## src/rtl/adder_serial.sv

```systemverilog
// Digit-serial adder/subtractor: operands captured on start, summed DIGIT bits per
// clock LSB-first through a registered carry; result, carry-out and overflow held.
module adder_serial #(
  parameter int WIDTH = 32,
  parameter int DIGIT = 4
) (
  input  logic             Clk,
  input  logic             Reset_n,
  input  logic             start,
  input  logic             sub,
  input  logic [WIDTH-1:0] a,
  input  logic [WIDTH-1:0] b,
  input  logic             c_in,
  output logic             busy,
  output logic             done,
  output logic [WIDTH-1:0] sum,
  output logic             c_out,
  output logic             overflow
);

  localparam int N  = WIDTH / DIGIT;
  localparam int CW = (N > 1) ? $clog2(N) : 1;

  generate
    if (WIDTH % DIGIT != 0) begin : g_bad_digit
      $error("adder_serial: WIDTH must be a multiple of DIGIT");
    end
  endgenerate

  typedef enum logic [1:0] {S_IDLE, S_RUN, S_DONE} state_e;

  state_e           state_q, state_d;
  logic [WIDTH-1:0] a_q, a_d;
  logic [WIDTH-1:0] b_q, b_d;       // B already inverted for subtract
  logic [WIDTH-1:0] res_q, res_d;
  logic             cy_q, cy_d;
  logic [CW-1:0]    cnt_q, cnt_d;
  logic [WIDTH-1:0] sum_q, sum_d;
  logic             c_out_q, c_out_d;
  logic             ovf_q, ovf_d;

  logic [DIGIT:0]   dsum;
  logic [WIDTH-1:0] res_shift;
  logic             msb_cin;
  logic             last;
  logic             load;

  assign dsum    = {1'b0, a_q[DIGIT-1:0]} + {1'b0, b_q[DIGIT-1:0]} + {{DIGIT{1'b0}}, cy_q};
  assign msb_cin = a_q[DIGIT-1] ^ b_q[DIGIT-1] ^ dsum[DIGIT-1];
  assign last    = (cnt_q == CW'(N - 1));
  assign load    = start && (state_q != S_RUN);

  generate
    if (DIGIT == WIDTH) begin : g_single
      assign res_shift = dsum[DIGIT-1:0];
    end else begin : g_multi
      assign res_shift = {dsum[DIGIT-1:0], res_q[WIDTH-1:DIGIT]};
    end
  endgenerate

  // NOTE: every next-state signal gets its hold value first, so no path leaves it unassigned (no latch).
  always_comb begin
    state_d = state_q;
    a_d     = a_q;
    b_d     = b_q;
    res_d   = res_q;
    cy_d    = cy_q;
    cnt_d   = cnt_q;
    sum_d   = sum_q;
    c_out_d = c_out_q;
    ovf_d   = ovf_q;

    case (state_q)
      S_RUN: begin
        a_d   = a_q >> DIGIT;
        b_d   = b_q >> DIGIT;
        res_d = res_shift;
        cy_d  = dsum[DIGIT];
        if (last) begin
          state_d = S_DONE;
          sum_d   = res_shift;
          c_out_d = dsum[DIGIT];
          ovf_d   = msb_cin ^ dsum[DIGIT];
        end else begin
          cnt_d = cnt_q + CW'(1);
        end
      end
      S_DONE:  state_d = S_IDLE;
      default: state_d = S_IDLE;
    endcase

    // Capture overrides the DONE->IDLE return, giving back-to-back operation.
    if (load) begin
      state_d = S_RUN;
      a_d     = a;
      b_d     = sub ? ~b : b;
      cy_d    = sub ^ c_in;
      cnt_d   = '0;
      res_d   = '0;
    end
  end

  // NOTE: sequential state uses non-blocking assignments so all registers update from pre-edge values.
  always_ff @(posedge Clk or negedge Reset_n) begin
    if (!Reset_n) begin
      state_q <= S_IDLE;
      a_q     <= '0;
      b_q     <= '0;
      res_q   <= '0;
      cy_q    <= 1'b0;
      cnt_q   <= '0;
      sum_q   <= '0;
      c_out_q <= 1'b0;
      ovf_q   <= 1'b0;
    end else begin
      state_q <= state_d;
      a_q     <= a_d;
      b_q     <= b_d;
      res_q   <= res_d;
      cy_q    <= cy_d;
      cnt_q   <= cnt_d;
      sum_q   <= sum_d;
      c_out_q <= c_out_d;
      ovf_q   <= ovf_d;
    end
  end

  assign busy     = (state_q == S_RUN);
  assign done     = (state_q == S_DONE);
  assign sum      = sum_q;
  assign c_out    = c_out_q;
  assign overflow = ovf_q;

endmodule

```

## config.mk

```make
export PLATFORM = sky130hd
export DESIGN_NAME = adder_serial
export DESIGN_NICKNAME = d
export VERILOG_FILES = /design/src/rtl/adder_serial.sv
export SDC_FILE = /design/constraint.sdc
export NUM_CORES = 1
export LEC_CHECK = 0
export CAP_MARGIN = 20
export CORE_MARGIN = 2
export CORE_UTILIZATION = 48
export DETAILED_ROUTE_END_ITERATION = 8
export GPL_TIMING_DRIVEN = 0
export PLACE_DENSITY = 0.76
export REMOVE_ABC_BUFFERS = 1
export SLEW_MARGIN = 20
export SYNTH_ARGS = -nofsm -noshare
export SYNTH_HDL_FRONTEND = slang
export SYNTH_SLANG_ARGS = --single-unit
```

## constraint.sdc

```tcl
create_clock -name Clk -period 1.8 [get_ports Clk]
set_input_delay 0.27 -clock Clk [delete_from_list [all_inputs] [get_ports Clk]]
set_output_delay 0.27 -clock Clk [all_outputs]
set_load 0.05 [all_outputs]
```

=== Word-level counts from Yosys, hierarchy flattened ===
Index checks and enable logic that the tools add are counted.

* Output and inout bits: 36
* Logic and storage cells: 42
* Flip-flop bits (word level): 136
* Bits of input ports: 69

* Multiplexer cells: 15
* Bitwise logic cells: 5
* Reductions and logical operators: 4
* Add/subtract/negate cells: 3
* Equality and inequality tests: 6

{| class="wikitable"
|+ Operator list
! cell !! number
|-
| 32-bit 2-to-1 mux || 7
|-
| 32-bit inverter || 1
|-
| 3-bit 2-to-1 mux || 3
|-
| 2-bit 2-to-1 mux || 3
|-
| 4-bit by 4-bit adder with 5-bit output || 1
|-
| 5-bit by 1-bit adder with 5-bit output || 1
|-
| 2-bit by 1-bit != test with 1-bit output, second input constant || 2
|-
| 2-bit AND reduction || 2
|-
| 1-bit bitwise XOR || 4
|-
| 3-bit by 1-bit adder with 3-bit output, second input constant || 1
|-
| 3-bit == test, second input constant || 1
|-
| 3-bit by 1-bit != test with 1-bit output, second input constant || 1
|-
| 2-bit by 1-bit == test with 1-bit output, second input constant || 1
|-
| 2-bit == test, second input constant || 1
|-
| 1-bit 2-to-1 mux || 2
|-
| 2-bit nonzero test || 1
|-
| 1-bit logical AND || 1
|}

=== Logic depth before layout (Yosys ltp) ===
* Depth in word-level cells: 4
* Gate-level depth with buffers: 8
* Depth with buffers taken out: 6

=== Worst setup path after synthesis ===
OpenSTA, ideal clock, no wires.

* Path type: reg-to-reg
* Start point: register a_q[0]
* End point: register ovf_q, in the netlist overflow
* Path slack: -127 ps
* Stages on the path, launching flop included: 7
* Arrival: 1800 ps
* Clock period less this slack: 1927 ps
* Setup time: 127 ps
* Path buffers: 0
* Data required time: 1673 ps
* Path through: dfrtp_1 > fa_1 > fa_1 > a21o_1 > a21oi_1 > xnor2_1 > o21ai_0

* Word-level cells in the longest chain between the ends: 4

{| class="wikitable"
|+ RTL lines
! what !! RTL line !! text
|-
| from (decl) || 33 || <nowiki>logic [WIDTH-1:0] a_q, a_d;</nowiki>
|-
| from (signal assigned) || 107 || <nowiki>a_q <= '0;</nowiki>
|-
| from (signal assigned) || 117 || <nowiki>a_q <= a_d;</nowiki>
|-
| 4-bit by 4-bit adder with 5-bit output (*) || 48 || <nowiki>assign dsum = {1'b0, a_q[DIGIT-1:0]} + {1'b0, b_q[DIGIT-1:0]} + {{DIGIT{1'b0}}, cy_q};</nowiki>
|-
| 5-bit by 1-bit adder with 5-bit output (*) || 48 ||
|-
| 1-bit bitwise XOR || 49 || <nowiki>assign msb_cin = a_q[DIGIT-1] ^ b_q[DIGIT-1] ^ dsum[DIGIT-1];</nowiki>
|-
| 1-bit bitwise XOR (*) || 83 || <nowiki>ovf_d = msb_cin ^ dsum[DIGIT];</nowiki>
|-
| to (signal assigned) || 124 || <nowiki>ovf_q <= ovf_d;</nowiki>
|-
| to (decl) || 40 || <nowiki>logic ovf_q, ovf_d;</nowiki>
|}

Every way passes the cells marked *; elsewhere a longest branch is shown, timed or not.
A chain may end at the register's enable or synchronous reset.

=== Final worst setup path ===
Ends and elaborated chain as after synthesis.

==> metrics.md <==
| Metric | Value |
|---|---|
| Final hold violations | 0 |
| Pre-antenna DRT Iters | 4 |
| Worst skew pair latency | between 400 and 500 ps |
| Pleak | 3.80 nW |
| Gr ovfl total | 0 |
| Yosys warnings | 0 |
| Max VDD drop | 0.000791 V |
| Tmin final | 1870 ps |
| Count leader, synth | nand2_1 |
| Final std cells w/o fill | 843 |
| Wire per inst | around 16 µm |
| First-pass GRT wire length | 21.7 mm |
| Post-synthesis register bit count | 132 |
| Antenna violations before repair | 0 |
| CORE AREA | approximately 13,000 µm² |
| Post-Syn Area | 6120 µm² |
| Met3 usage | roughly 5.7% |
| Vias in the first global route | roughly 4,300 |
| Synth top area share | a little over half |
| Final instance area | about 7800 µm² |
| Worst Tran Pin Value | ~580 ps |
| Post-route clock skew | about 7.2 ps |
| Number of synthesized flops with an enable pin | 0 |
| Worst path required time | between 2000 and 2500 ps |
| Slack of the critical path | -68.0 ps |
| Root Buffer | clkbuf_16 |
| Cells after Synth | between 500 and 600 |
| GRT Resource Usage Total | between 20% and 30% |
| Site row count | ~40 |
| Worst Setup Path Type | reg2reg |
| Rel. slew slack | about three fifths |
| Worst Reg2Reg Path Length in Cells | 6 |
| Final setup violation count | 3 |
| F_max | around 540 MHz |
| Status | finished, violations left |
| H-Tree Depth | 4 |
| Clock slew at reported path FFs | ~60 ps |
| Worst R2R End | overflow$_DFFE_PN0P_ |
| Routed Antenna Nets | 0 |
| Async S/R FF share, synth | between 90% and 100% |
| Area grow syn2layout | 28.2% |
| DRT iter0 DRCs | 328 |
| Placed cells | between 800 and 900 |
| Sink Count | between 100 and 150 |
| Via/cell ratio | approximately 5.1 |
| Post-DP HPWL | 7.39 mm |
| Reg2Reg Launch Point | a_q[0]$_DFFE_PN0P_ |
| Routed vias | around 4,300 |
| Cell taking the most area after synthesis | dfrtp_1 |
| IO buf count | around 100 |
| Top cells by area, synth | dfrtp_1 54%, nand2_1 8.7%, o21ai_0 7.4% |
| TritonCTS clock tree | done |
| Main synth FF type | dfrtp_1 |
| Startpoint types | flip-flop |
| Endpoint type of the worst setup path | flip-flop |
| Seq/Total Area, Yosys | around 54% |
| Failing checks | setup timing |
| Die area | ~14,000 µm² |
| Met2 Use GR | about a third |
| RSZ-0062 raised after global routing | true |
| GR Layer Usage met1 | between 20% and 30% |
| Final worst path period share | 104% |
| CP max FO | 2 |
| Multi-input gate area | about 2600 µm² |
| Grt peak-use layer | met2 |
| Post-Route WL | approximately 13 mm |
| Largest net degree at the start of global routing | ~100 |
| Crit path launch | a_q[0]$_DFFE_PN0P_ |
| Max-slew violation count | 0 |
| # fillers | about 1,100 |
| DIE HEIGHT | 117 µm |
| Arrival time at the worst endpoint | 2160 ps |
| Avg Cell Area, Syn | 10.8 µm² |
| # IOs | ~110 |
| Starting Density | roughly 49% |
| R2R Setup Slk | -70 ps |
| Register area | ~3300 µm² |
| Placer Congestion | roughly 0.74 |
| Distinct cells, synth | 29 |
| Layout Nets | between 700 and 800 |
| Crit path to | overflow$_DFFE_PN0P_ |
| TritonCTS Buffers | 17 |
| Placed instance area | about 7200 µm² |
| Synth cell count leaders | 141 x nand2_1, 132 x dfrtp_1, 91 x o21ai_0, 35 x xnor2_1, 32 x mux2i_1 |
| Ant diodes | 0 |
| DRC | 0 |
| Max_cap viols | 0 |
| Layout cells sized above 1 | roughly 13% |
| CTS Buffer Depth | 2 |
| Die Wd | 117 µm |
| P per Cell Area | about 1700 nW/µm² |
| Worst hold path type | in2async |
[layout make-up]
class                      count  share of cell area, %
multi-input combinational    392                   33.1
timing repair inverter         2                  0.223
sequential                   132                   42.1
clock inverter                 9                   1.01
timing repair buffer         111                   14.2
inverter                       3                  0.351
tap                          172                   2.75
clock buffer                  22                   6.18
[cells by family (layout without fill, tap and decap cells)]
kind of cell,after synthesis,after routing,synth area share [%]
buffers and inverters,45,147,4.17
adder cells (fa/ha/maj),7,7,1.68
AO/OA/AOI/OAI,103,103,8.90
multiplexers,63,63,12.8
flip-flops,132,132,54.0
AND/OR/NAND/NOR,181,183,13.3
XOR/XNOR,36,36,5.16
[metal layers]
layer	wire length (µm)	share of wire (%)
met1	6030	46
met4	248	1.9
met3	629	4.8
met5	0	0
met2	6330	48
[cells in the final DEF (no fill, tap or decap), types with 2 or more instances in the layout]
cell type / n
mux2_4: 30
a21o_1: 2
nor2_1: 9
fa_2: 2
a22o_1: 2
o21ai_1: 2
clkinvlp_4: 2
dlygate4sd2_1: 34
ha_1: 5
xnor2_1: 34
o21ai_2: 2
o21ai_0: 88
inv_6: 2
clkinv_2: 5
a211oi_1: 4
clkdlybuf4s50_1: 65
clkbuf_8: 4
nand2_1: 141
nand3b_1: 28
clkbuf_16: 17
buf_4: 4
mux2i_1: 32
buf_16: 3
dfrtp_1: 132
inv_1: 2
[critical path, cell delays in order (launching register included)]
cell     delay, ps
dfrtp_1        400
fa_2           430
fa_2           350
a21o_1         170
a21oi_2        180
xnor2_1        140
o21ai_1         70
[metrics by stage]
step	util (%)	hold WS (ps)	setup TNS [ps]	power, mW	setup slack, ps
CTS	62.5	322	-122	13.2	-56.1
global route	62.6	348	-396	14.0	-153
detailed placement	57.7	178	-29620	9.81	-916
global placement	57.0	457	-907240	9.59	-4650
finish	62.6	331	-163	13.1	-68.0
floorplan	-	-25.6	-17090	8.15	-473
[worst min path at each step]
stage                     depth (start not counted)                     to           startpoint
after global placement                            2     b_q[8]$_DFFE_PN0P_  b_q[12]$_DFFE_PN0P_
after CTS                                         3    a_q[30]$_DFFE_PN0P_                start
after global routing                              2  res_q[18]$_DFFE_PN0P_              Reset_n
after detailed placement                          1    sum[10]$_DFFE_PN0P_              Reset_n
final                                             2  res_q[14]$_DFFE_PN0P_              Reset_n
after floorplan                                   0     a_q[0]$_DFFE_PN0P_              Reset_n
[power breakdown]
group | internal, mW | switching [mW]
clock network | 2.02 | 1.24
logic | 1.83 | 3.14
registers | 4.17 | 0.733
total | 8.02 | 5.11
[what timing repair did]
item                                    4_1_cts  5_1_grt
cloned                                        3        1
endpoints found under the setup margin      136        9
setup buffers                                 3        0
gates resized for setup                      54        2
hold endpoints to repair                     40        0
hold buffers                                  1        0
pin swaps                                     4        6
[registers in the layout, indices dropped and copies added (netlist names)]
register / count
a_q: 32
b_q: 32
c_out: 1
cnt_q: 3
cy_q: 1
overflow: 1
res_q: 28
state_q: 2
sum: 32
(Power assumes the default switching activity.)
